**src/rtl/core_pkg.sv**
```systemverilog
// Shared core definitions: address width, NOP encoding and fetch FSM states.
// Imported by the fetch interface and the instruction_fetch unit.
package core_pkg;

    localparam int XLEN = 64;

    // addi x0, x0, 0
    localparam logic [31:0] NOP_INSTR = 32'h0000_0013;

    typedef enum logic [2:0] {
        FETCH,
        WAIT_RSP,
        ISSUE,
        WAIT_PC,
        FAULT
    } if_state_t;

    // Clear the two low bits of a PC (word alignment).
    function automatic logic [XLEN-1:0] pc_word_align(
        input logic [XLEN-1:0] pc
    );
        return pc & ~{{(XLEN-2){1'b0}}, 2'b11};
    endfunction

endpackage

```
**src/rtl/instruction_fetch_if.sv**
```systemverilog
// Fetch unit bus: instruction-memory request/response, decode handshake,
// execute PC feedback and the misaligned-PC fault flag.
interface instruction_fetch_if;
    import core_pkg::*;

    logic            imem_req_valid;
    logic            imem_req_ready;
    logic [XLEN-1:0] imem_req_addr;
    logic            imem_rsp_valid;
    logic [31:0]     imem_rsp_data;
    logic            if_valid;
    logic            if_ready;
    logic [XLEN-1:0] if_pc;
    logic [31:0]     if_instr;
    logic            pc_update_valid;
    logic [XLEN-1:0] next_PC;
    logic            fetch_fault;

    // Fetch unit side
    modport master (
        output imem_req_valid,
        output imem_req_addr,
        input  imem_req_ready,
        input  imem_rsp_valid,
        input  imem_rsp_data,
        output if_valid,
        output if_pc,
        output if_instr,
        input  if_ready,
        input  pc_update_valid,
        input  next_PC,
        output fetch_fault
    );

    // Environment side: memory, decode and execute
    modport slave (
        input  imem_req_valid,
        input  imem_req_addr,
        output imem_req_ready,
        output imem_rsp_valid,
        output imem_rsp_data,
        input  if_valid,
        input  if_pc,
        input  if_instr,
        output if_ready,
        output pc_update_valid,
        output next_PC,
        input  fetch_fault
    );

endinterface

```
**src/rtl/instruction_fetch.sv**
```systemverilog
// Sequential-core fetch unit: PC register, one imem read in flight, decode handoff.
// Define IF_MISALIGN_TRAP_EN to trap on misaligned next_PC instead of aligning it.
module instruction_fetch
    import core_pkg::*;
#(
    parameter logic [XLEN-1:0] RESET_PC = '0
) (
    input  logic                clk,
    input  logic                rst_n,
    instruction_fetch_if.master bus
);

    if_state_t       state;
    if_state_t       state_nxt;
    logic [XLEN-1:0] pc;
    logic [XLEN-1:0] pc_nxt;
    logic [31:0]     instr;
    logic [31:0]     instr_nxt;

    logic            if_hs;
    logic            pc_capture;
    logic [XLEN-1:0] pc_captured;
    logic            pc_misaligned;

    assign if_hs      = (state == ISSUE) && bus.if_ready;
    assign pc_capture = bus.pc_update_valid && (if_hs || (state == WAIT_PC));

`ifdef IF_MISALIGN_TRAP_EN
    assign pc_captured   = bus.next_PC;
    assign pc_misaligned = |bus.next_PC[1:0];
`else
    assign pc_captured   = pc_word_align(bus.next_PC);
    assign pc_misaligned = 1'b0;
`endif

    // Next-state, PC and instruction register update
    always_comb begin
        state_nxt = state;
        pc_nxt    = pc;
        instr_nxt = instr;
        unique case (state)
            FETCH: begin
                if (bus.imem_req_ready) begin
                    state_nxt = WAIT_RSP;
                end
            end
            WAIT_RSP: begin
                if (bus.imem_rsp_valid) begin
                    instr_nxt = bus.imem_rsp_data;
                    state_nxt = ISSUE;
                end
            end
            ISSUE: begin
                if (if_hs) begin
                    state_nxt = WAIT_PC;
                end
            end
            WAIT_PC: begin
                state_nxt = WAIT_PC;
            end
            FAULT: begin
                state_nxt = FAULT;
            end
            default: begin
                state_nxt = FETCH;
            end
        endcase
        // Execute feedback in ISSUE (with handshake) or WAIT_PC wins
        if (pc_capture) begin
            pc_nxt    = pc_captured;
            state_nxt = pc_misaligned ? FAULT : FETCH;
        end
    end

    // State, PC and instruction registers
    always_ff @(posedge clk or negedge rst_n) begin
        if (!rst_n) begin
            state <= FETCH;
            pc    <= RESET_PC;
            instr <= NOP_INSTR;
        end else begin
            state <= state_nxt;
            pc    <= pc_nxt;
            instr <= instr_nxt;
        end
    end

    // Request is held off while reset is asserted
    assign bus.imem_req_valid = rst_n && (state == FETCH);
    assign bus.imem_req_addr  = pc;
    assign bus.if_valid       = (state == ISSUE);
    assign bus.if_pc          = pc;
    assign bus.if_instr       = instr;

`ifdef IF_MISALIGN_TRAP_EN
    assign bus.fetch_fault = (state == FAULT);
`else
    assign bus.fetch_fault = 1'b0;
`endif

endmodule

```
**src/flat_wrapper.sv**
```systemverilog
// flat-port wrapper written by rule: the top's interface ports become plain ports
module instruction_fetch_flat import core_pkg::*;
#(
    parameter logic [XLEN-1:0] RESET_PC = '0
)
  (clk, rst_n, bus_imem_req_valid, bus_imem_req_addr, bus_imem_req_ready, bus_imem_rsp_valid, bus_imem_rsp_data, bus_if_valid, bus_if_pc, bus_if_instr, bus_if_ready, bus_pc_update_valid, bus_next_PC, bus_fetch_fault);
  instruction_fetch_if bus_i ();
  input  logic clk;
  input  logic rst_n;
  output wire logic [$bits(bus_i.imem_req_valid)-1:0] bus_imem_req_valid;
  output wire logic [$bits(bus_i.imem_req_addr)-1:0] bus_imem_req_addr;
  input wire logic [$bits(bus_i.imem_req_ready)-1:0] bus_imem_req_ready;
  input wire logic [$bits(bus_i.imem_rsp_valid)-1:0] bus_imem_rsp_valid;
  input wire logic [$bits(bus_i.imem_rsp_data)-1:0] bus_imem_rsp_data;
  output wire logic [$bits(bus_i.if_valid)-1:0] bus_if_valid;
  output wire logic [$bits(bus_i.if_pc)-1:0] bus_if_pc;
  output wire logic [$bits(bus_i.if_instr)-1:0] bus_if_instr;
  input wire logic [$bits(bus_i.if_ready)-1:0] bus_if_ready;
  input wire logic [$bits(bus_i.pc_update_valid)-1:0] bus_pc_update_valid;
  input wire logic [$bits(bus_i.next_PC)-1:0] bus_next_PC;
  output wire logic [$bits(bus_i.fetch_fault)-1:0] bus_fetch_fault;
  assign bus_imem_req_valid = bus_i.imem_req_valid;
  assign bus_imem_req_addr = bus_i.imem_req_addr;
  assign bus_i.imem_req_ready = bus_imem_req_ready;
  assign bus_i.imem_rsp_valid = bus_imem_rsp_valid;
  assign bus_i.imem_rsp_data = bus_imem_rsp_data;
  assign bus_if_valid = bus_i.if_valid;
  assign bus_if_pc = bus_i.if_pc;
  assign bus_if_instr = bus_i.if_instr;
  assign bus_i.if_ready = bus_if_ready;
  assign bus_i.pc_update_valid = bus_pc_update_valid;
  assign bus_i.next_PC = bus_next_PC;
  assign bus_fetch_fault = bus_i.fetch_fault;
  instruction_fetch #(.RESET_PC(RESET_PC)) u_core (.clk(clk), .rst_n(rst_n), .bus(bus_i));
endmodule
```
**config.mk**
```make
export PLATFORM = sky130hd
export DESIGN_NAME = instruction_fetch_flat
export DESIGN_NICKNAME = d
export VERILOG_FILES = /design/src/rtl/core_pkg.sv /design/src/rtl/instruction_fetch_if.sv /design/src/rtl/instruction_fetch.sv /design/src/flat_wrapper.sv
export SDC_FILE = /design/constraint.sdc
export NUM_CORES = 1
export LEC_CHECK = 0
export BUFFER_PORTS_ARGS = -buffer_cell sky130_fd_sc_hd__buf_4
export CAP_MARGIN = 20
export CORE_ASPECT_RATIO = 2
export CORE_UTILIZATION = 44
export DETAILED_ROUTE_END_ITERATION = 7
export PLACE_DENSITY = 0.9
export SETUP_SLACK_MARGIN = 0.3
export SLEW_MARGIN = 30
export SYNTH_ARGS = -nofsm -noshare
export SYNTH_HDL_FRONTEND = slang
export SYNTH_SLANG_ARGS = --single-unit
```
**constraint.sdc**
```tcl
create_clock -name clk -period 2 [get_ports clk]
set_input_delay 0.2 -clock clk [delete_from_list [all_inputs] [get_ports clk]]
set_output_delay 0.2 -clock clk [all_outputs]
set_load 0.01 [all_outputs]
```
## Word level (Yosys, flattened, before mapping)

Index checks and enable logic that the tools add are counted.

| storage, ports and cells | value |
|---|---|
| register bits | 97 |
| output and inout port bits | 163 |

| cells by class | value |
|---|---|
| equal/unequal tests | 7 |
| muxes and demuxes | 5 |
| reductions and logical operators | 7 |

Operator list:

| cell | count |
|---|---|
| case mux 3 bit (5 select lines) | 1 |
| 2-to-1 mux 3 bit | 4 |
| equality test 3 x 2 -> 1 bit, second input constant | 2 |
| inequality test 3 x 2 -> 1 bit, second input constant | 2 |
| equality test 3 x 1 -> 1 bit, second input constant | 1 |
| equality test 3 bit, second input constant | 1 |
| logical AND 1 bit | 3 |
| logical NOT 3 bit | 1 |
| inequality test 3 x 1 -> 1 bit, second input constant | 1 |
| AND reduction 3 bit | 1 |
| AND reduction 2 bit | 1 |
| logical OR 1 bit | 1 |

## Longest topological paths before layout

Gate-level depths: netlist of run 1.

| depth | value |
|---|---|
| depth in word-level cells | 6 |
| mapped depth | 6 |

## Worst setup path after synthesis of run 1

No wires, ideal clock.

| timing | value |
|---|---|
| kind | register -> register |
| start | register u_core.state[0] |
| end | register u_core.pc[10], in the netlist u_core.bus.if_pc[10] |
| arrival | 1.394 ns |
| slack | 0.481 ns |
| cell stages (with the launch flop) | 7 |
| period minus slack after synthesis | 1.519 ns |
| path through | dfrtp_1 -> buf_6 -> o21a_1 -> nor3b_2 -> buf_6 -> buf_12 -> mux2_4 |

| between the ends | value |
|---|---|
| longest elaborated chain between the ends | 4 |
| elaborated cells between the ends (all ways) | 5 |
| classes of those cells | eq/ne: 2; reduce/logical: 3 |

RTL lines:

| item | RTL line | RTL |
|---|---|---|
| start, declared | instruction_fetch.sv:13 | `if_state_t state;` |
| start signal, assigned | instruction_fetch.sv:82 | `state <= state_nxt;` |
| equality test 3 x 2 -> 1 bit | instruction_fetch.sv:25 | `assign if_hs = (state == ISSUE) && bus.if_ready;` |
| logical AND 1 bit | instruction_fetch.sv:25 |  |
| logical OR 1 bit * | instruction_fetch.sv:26 | `assign pc_capture = bus.pc_update_valid && (if_hs \|\| (state == WAIT_PC));` |
| logical AND 1 bit * | instruction_fetch.sv:26 |  |
| end signal, assigned | instruction_fetch.sv:83 | `pc <= pc_nxt;` |
| end, declared | instruction_fetch.sv:15 | `logic [XLEN-1:0] pc;` |

Mark *: on every way between the ends. The rest lies on a longest branch, timed or not.
A chain may end at the register's enable or synchronous reset.

## Final worst setup path of run 1

| timing | value |
|---|---|
| start | register u_core.state[1] |
| end | register u_core.pc[28], in the netlist u_core.bus.if_pc[28] |

Same word-level chain as after synthesis.

==> results of run 1 <==
worst max-delay path by stage:
stage,slack [ns],from,end
after floorplan,0.48,u_core.state[0],u_core.bus.if_pc[10]
after global placement,0.31,u_core.state[0],u_core.bus.if_pc[5]
after detailed placement,0.25,u_core.state[0],u_core.bus.if_pc[7]
after CTS,0.32,u_core.state[1],u_core.bus.if_pc[28]
final,0.36,u_core.state[1],u_core.bus.if_pc[28]
after global routing,0.31,u_core.state[0],u_core.bus.if_pc[27]
Yosys cell counts:
cell type   n
nor3_1      1
dfstp_2     3
a211oi_1    1
mux2_1      1
nor3b_2     1
o211ai_1    1
a21oi_1     2
nor4b_1     1
buf_4      67
buf_12      6
conb_1      1
nor3_2      1
or3_1       1
buf_2       3
mux2_4     60
o21a_1      1
nor2_1      1
dfrtp_1    94
nand2_1     1
nor3b_1     1
buf_6       2
mux2_2     33
inv_1       1
area by class of cell:
type                    instances  area, sq um  area share [%]
flip-flops and latches         97         2430            38.1
repair buffers                267         2090            32.8
multi-input cells             112         1410            22.0
clock buffers                   9          225            3.53
well taps                     132          165            2.59
clock inverters                 7         60.1           0.940
inverters                       1         3.75          0.0588
cells by family (layout without fill, tap and decap cells):
kind of cell           Yosys count  after routing
muxes                           94             94
other                            1              5
buffers and inverters           79            284
and+or+nand+nor                  8              8
AOI/OAI and AO/OA                5              5
DFF                             97             97
timing repair:
item / in CTS / in global routing
setup endpoints to repair: 38 / 21
gates resized for setup: 2 / 1
cloned: 1 / 0
hold buffers: 1 / 0
endpoints found under the hold margin: 94 / 0
setup buffers: 2 / 2
power by group through the flow:
stage | Sequential (W) | Clock (W) | Combinational [W]
2_1_floorplan | 0.00411 | 0 | 0.00317
3_3_place_gp | 0.00379 | 0 | 0.00549
3_5_place_dp | 0.00386 | 0 | 0.00566
4_1_cts | 0.00384 | 0.00168 | 0.00577
5_1_grt | 0.00395 | 0.00178 | 0.00605
6_report | 0.00382 | 0.00165 | 0.00574
through the flow:
step                      instance area [sq um]  instances  worst slack, ns  total power [W]  hold WS, ns
final                                      6390        625            0.359           0.0112       0.0845
after global routing                       6390        625            0.312           0.0118       0.0727
after CTS                                  6370        623            0.317           0.0113       0.0714
after detailed placement                   6010        603            0.250          0.00951        0.339
after global placement                     6010        603            0.311          0.00928        0.323
after floorplan                            4490        288            0.481          0.00728      -0.0956
routing by layer:
metal | global-route usage, % | vias to the layer above | part of all wire [%]
met1 | 22.2 | 1432 | 35
met5 | 0 | - | 0
li1 | - | 1302 | -
met4 | 10.1 | 0 | 3.1
met3 | 3.55 | 22 | 5.2
met2 | 36.1 | 150 | 56
critical path, cell delays in order (launching register included):
cell and delay (ns):
dfrtp_2 0.40, inv_1 0.11, nor3b_4 0.23, buf_12 0.15
bufbuf_16 0.33, mux2_4 0.31
state kept, by name, indices dropped and copies added, names as in the netlist:
name                 flops
u_core.state             3
u_core.bus.if_instr     32
u_core.bus.if_pc        62
==> impl_metrics.json, run 1 <==
{
  "detailedRoute.firstPassIterationCount": 4,
  "pwr_density_cell_nw_per_um2": 1760,
  "clock_tree_from_tritoncts": "done",
  "cts_max_level": 3,
  "hold-path-cell-count": 2,
  "drt-wirelength-per-cell_um": 17.8,
  "cts_inserted_buffers": 9,
  "netSwitchingFraction_pct": 34.0,
  "drc": 0,
  "finalHoldViolCount": 0,
  "worst_r2r_path_depth": 5,
  "max_cap_viol_count": 0,
  "route.antenna.remaining_nets": 0,
  "layout_common_cells": "buf_4 (260), dfrtp_1 (91), mux2_4 (60)",
  "first_global_vias": 3000,
  "vdd_ir_drop_max_uv": 1030,
  "power.share.sequential_pct": 34.1,
  "syn2layout_area_growth_pct": 42.8,
  "dp_hpwl_mm": 8.33,
  "yosysTopAreaCellShare_pct": 52.6,
  "timing.critical_path.arrival_ns": 1.86,
  "number_of_ports_placed_on_the_die_boundary": 265,
  "tritoncts_num_sinks": 97,
  "report.final.setup_viol": 0,
  "drt_first_iter_violations": 119,
  "fp.dieW_um": 73.3,
  "critical_path.startpoint_type": "register",
  "core_area_sq_um": 9830,
  "critical_path.reg2reg.endpoint": "u_core.bus.if_pc[28]",
  "yosysWarnings": 0,
  "max_slew_margin_pct": 66.0,
  "synth.yosys.seq_area_share_pct": 54.3,
  "antennaDiodeCount": 0,
  "reg2reg_from": "u_core.state[1]",
  "power_leakage_nw": 3.20,
  "cts.root.buffer_cell": "clkbuf_16",
  "grt_pass1_wl_mm": 15.7,
  "postSynthCellCount": 284,
  "netlist_area_sq_um": 4470,
  "synth.largest_area_cell": "dfrtp_1",
  "antenna_found_initial": 0,
  "grt_start_max_net_pins": 98,
  "setup.reg_to_reg.worst_slack_ns": 0.36,
  "max_slew_vio_count": 0,
  "final_min_period_over_clock_period_pct": 82.0,
  "timing.hold.worst.class": "input pin to register",
  "timing.critical_path.to_type": "register",
  "number_of_fill_cells": 760,
  "synth.area.mux_share_pct": 28.7,
  "post_synthesis_average_cell_area_sq_um": 15.8,
  "drive_gt1_share_pct": 77.7,
  "power.share.clock_pct": 14.7,
  "detailroute.via_count": 2906,
  "clkTransAtPathRegs_ns": 0.08,
  "finClkSkew_ns": 0.00905,
  "viasPerCell": 4.65,
  "floorplan.die_area_sq_um": 10600,
  "finalWorstPathRequiredPeriod_ns": 1.64,
  "worstHoldStart": "bus_next_PC[60]",
  "maxClockFrequency_ghz": 0.610,
  "post_synth_num_cell_types": 23,
  "synthXorXnorAreaFrac_pct": 0,
  "commonest_non_fill_non_tap_cell_in_the_layout": "buf_4",
  "wl_mm": 11.1,
  "path_max_fanout": 18,
  "worst_ep_required_time_ns": 2.22,
  "postLayoutCoreUtil_pct": 65.0,
  "p_sw_w": 0.00382,
  "synth_adder_area_share_pct": 0,
  "clock_tree.buffer_depth": 2,
  "finalNetCount": 590,
  "clock_latency_ns": 0.34,
  "die_y_um": 145,
  "synth_compound_area_share_pct": 0.727,
  "initial_utilization_pct": 45.5,
  "status": "complete, no violations",
  "post_synth_and_or_nand_nor_area_fraction_pct": 1.29,
  "synth_top_family_by_area": "multiplexers",
  "holdPathEnd": "u_core.bus.if_pc[60]",
  "p_comb_share_pct": 51.2,
  "place.port_buffers": 257,
  "power_report.internal_total_w": 0.00740,
  "placement_rows": 51,
  "criticalPathCategory": "register to register",
  "place_congestion": 0.916,
  "ys_ff_latch": 97,
  "globalRouteOverflowTotal": 0,
  "setup_repair_after_global_routing_missed_its_margin": "no",
  "totalNegativeSetupSlack_ns": 0,
  "yosys-top-cells-area": "dfrtp_1 (53%), mux2_4 (20%), buf_4 (11%)",
  "grt_usage_pct": 20.1,
  "tightest_slew_ns": 0.510
}
Power figures use the tool's default switching activity.
==> inputs of run 2 (changes only) <==
--- a/config.mk
+++ b/config.mk
@@ -8,9 +8,9 @@
 export BUFFER_PORTS_ARGS = -buffer_cell sky130_fd_sc_hd__buf_4
 export CAP_MARGIN = 20
 export CORE_ASPECT_RATIO = 2
-export CORE_UTILIZATION = 44
+export CORE_UTILIZATION = 40
 export DETAILED_ROUTE_END_ITERATION = 7
-export PLACE_DENSITY = 0.9
+export PLACE_DENSITY = 0.87
 export SETUP_SLACK_MARGIN = 0.3
 export SLEW_MARGIN = 30
 export SYNTH_ARGS = -nofsm -noshare
==> constraint.sdc (replaced) <==
create_clock -name clk -period 1.5 [get_ports clk]
set_input_delay 0.15 -clock clk [delete_from_list [all_inputs] [get_ports clk]]
set_output_delay 0.15 -clock clk [all_outputs]
set_load 0.01 [all_outputs]
==> run 2 against run 1 <==
  * The run now ends with setup timing left
  * Cell area increased by 2.5%
  * Combinational power increased by 37%
  * Clock power increased by 33%
  * Wire length about the same
  * Die area increased by 9.8%
  * Fmax increased by 8.4%
  * Critical path type unchanged
==> impl_metrics.json, run 2 (same netlist as run 1, synthesis figures left out) <==
{
  "p_sw_w": 0.00512,
  "max_slew_vio_count": 0,
  "drt-met1-wl_mm": 3.77,
  "antenna_found_initial": 0,
  "place_congestion": 0.800,
  "vdd_ir_drop_max_uv": 1270,
  "tightest_slew_ns": 0.516,
  "totalNegativeSetupSlack_ns": -0.0272,
  "first_global_vias": 3014,
  "worstPathCellList": "buf_6, nor3_4, buf_12, mux2_2",
  "wl_mm": 11.2,
  "critical_path.startpoint_type": "register",
  "floorplan.die_area_sq_um": 11600,
  "power_report.internal_total_w": 0.0100,
  "setup_repair_after_global_routing_missed_its_margin": "yes",
  "placedInstanceArea_sq_um": 6110,
  "criticalPathCategory": "register to register",
  "reg2reg_from": "u_core.state[2]",
  "die_y_um": 152,
  "max_slew_margin_pct": 65.6,
  "timing.critical_path.arrival_ns": 1.73,
  "power.share.sequential_pct": 33.6,
  "power.share.clock_pct": 14.5,
  "grt_start_max_net_pins": 98,
  "critical_path.reg2reg.endpoint": "u_core.bus.if_instr[12]",
  "worst_r2r_path_depth": 4,
  "place_ws_ns": -0.00852,
  "wl_met3_um": 621,
  "violations": "setup timing",
  "globalRouteOverflowTotal": 0,
  "grt_usage_pct": 17.7,
  "total_power_w": 0.0151,
  "finClkSkew_ns": 0.00885,
  "drive_gt1_share_pct": 78.8,
  "pwr_density_cell_nw_per_um2": 2310,
  "report.final.setup_viol": 6,
  "drt-wirelength-per-cell_um": 17.3,
  "detailroute.via_count": 2937,
  "syn2layout_area_growth_pct": 46.3,
  "number_of_ports_placed_on_the_die_boundary": 265,
  "cts_inserted_buffers": 9,
  "cp_slowest_cell": "dfrtp_2",
  "max_cap_viol_count": 0,
  "maxClockFrequency_ghz": 0.661,
  "viasPerCell": 4.55,
  "p_comb_share_pct": 51.9,
  "detailedRoute.firstPassIterationCount": 4,
  "setup.reg_to_reg.worst_slack_ns": -0.01,
  "worstSetupEndpoint": "u_core.bus.if_instr[12]",
  "final_min_period_over_clock_period_pct": 101,
  "clock_tree_from_tritoncts": "done",
  "drt_first_iter_violations": 94,
  "largest_register_ffs": 62,
  "worst_setup_path_startpoint": "u_core.state[2]",
  "placement_rows": 54,
  "commonest_non_fill_non_tap_cell_in_the_layout": "buf_4",
  "core_area_sq_um": 10900,
  "clkTransAtPathRegs_ns": 0.07,
  "met2_length_mm": 6.46,
  "place.port_buffers": 257,
  "critPathTopFamily": "flip-flops",
  "worst_ep_required_time_ns": 1.71,
  "cts_max_level": 3,
  "path_max_fanout": 32,
  "layout_setup_ws_ns": -0.0136,
  "timing.hold.worst.class": "input pin to register",
  "fp.dieW_um": 76.8,
  "finalHoldViolCount": 0,
  "top_signal_layer_used": "met4",
  "initial_utilization_pct": 41.1,
  "power_leakage_nw": 3.29,
  "layout_common_cells": "buf_4 (266), dfrtp_1 (92), mux2_4 (63)",
  "finalInstanceArea_sq_um": 6550,
  "route.antenna.remaining_nets": 0,
  "drc": 0,
  "status": "finished with violations",
  "netSwitchingFraction_pct": 33.8,
  "tritoncts_num_sinks": 97,
  "cts.root.buffer_cell": "clkbuf_16",
  "clock_tree.buffer_depth": 2,
  "postLayoutCoreUtil_pct": 60.2,
  "worstPathBufferInverterCount": 2,
  "dp_hpwl_mm": 8.42,
  "finalNetCount": 602,
  "worst_path_largest_cell_delay_ns": 0.44,
  "antennaDiodeCount": 0,
  "grt_pass1_wl_mm": 15.8,
  "timing.critical_path.depth": 4,
  "timing.critical_path.to_type": "register",
  "finalWorstPathRequiredPeriod_ns": 1.51,
  "clock_latency_ns": 0.34
}
[run 2: changes by cell type in the layout (fill, tap and decap cells not counted), sizes merged]
cell      before  now
buf          265  276
clkbuf         9   11
bufbuf         1    0
clkinv         1    2
clkinvlp       2    1
[run 2: worst min path at each step]
stage | cells after the start | endpoint | start | slack (ns)
after floorplan | 0 | u_core.bus.if_instr[10] | rst_n | -0.15
after global placement | 2 | u_core.bus.if_instr[21] | rst_n | 0.27
after detailed placement | 2 | u_core.bus.if_instr[14] | rst_n | 0.28
after CTS | 2 | u_core.bus.if_pc[47] | bus_next_PC[47] | 0.02
after global routing | 2 | u_core.bus.if_instr[18] | bus_imem_rsp_data[18] | 0.02
final | 2 | u_core.bus.if_pc[27] | bus_next_PC[27] | 0.04
[run 2: worst register-to-register path: stages (launching register included)]
cell and delay [ns]:
dfrtp_2 0.44, buf_6 0.14, nor3_4 0.20, buf_12 0.23, mux2_2 0.38
[run 2: repair_timing]
| action | CTS | global route |
|---|---|---|
| hold buffers | 1 | 0 |
| setup buffers | 2 | 1 |
| hold endpoints to repair | 94 | 0 |
| endpoints found under the setup margin | 97 | 97 |
| pin swaps | 1 | 1 |
| resized for setup | 2 | 12 |
| cloned | 0 | 3 |
[run 2: per-layer routing]
metal | vias to the layer above | global-route usage, %
met5 | - | 0
met4 | 0 | 9.52
met3 | 20 | 3.65
met2 | 129 | 32.5
met1 | 1467 | 18.9
li1 | 1321 | -
[run 2: final cells by class]
cell class | count | area, sq um
Clock buffer | 9 | 225
Tap cell | 140 | 175
Fill cell | 834 | 4330
Sequential cell | 97 | 2430
Inverter | 1 | 3.75
Multi-Input combinational cell | 112 | 1440
Timing Repair Buffer | 279 | 2210
Clock inverter | 7 | 61.3
[run 2: per-stage QoR]
step,hold WS (ns),cells
floorplan,-0.146,288
global placement,0.269,622
detailed placement,0.277,622
CTS,0.0222,641
global route,0.0206,645
finish,0.0363,645
[run 2: power by group through the flow]
stage	Sequential, W	Combinational, W	Clock (W)
floorplan	0.00549	0.00426	0
global placement	0.00502	0.00748	0
detailed placement	0.00510	0.00769	0
CTS	0.00508	0.00774	0.00226
global route	0.00526	0.00828	0.00236
finish	0.00508	0.00786	0.00220
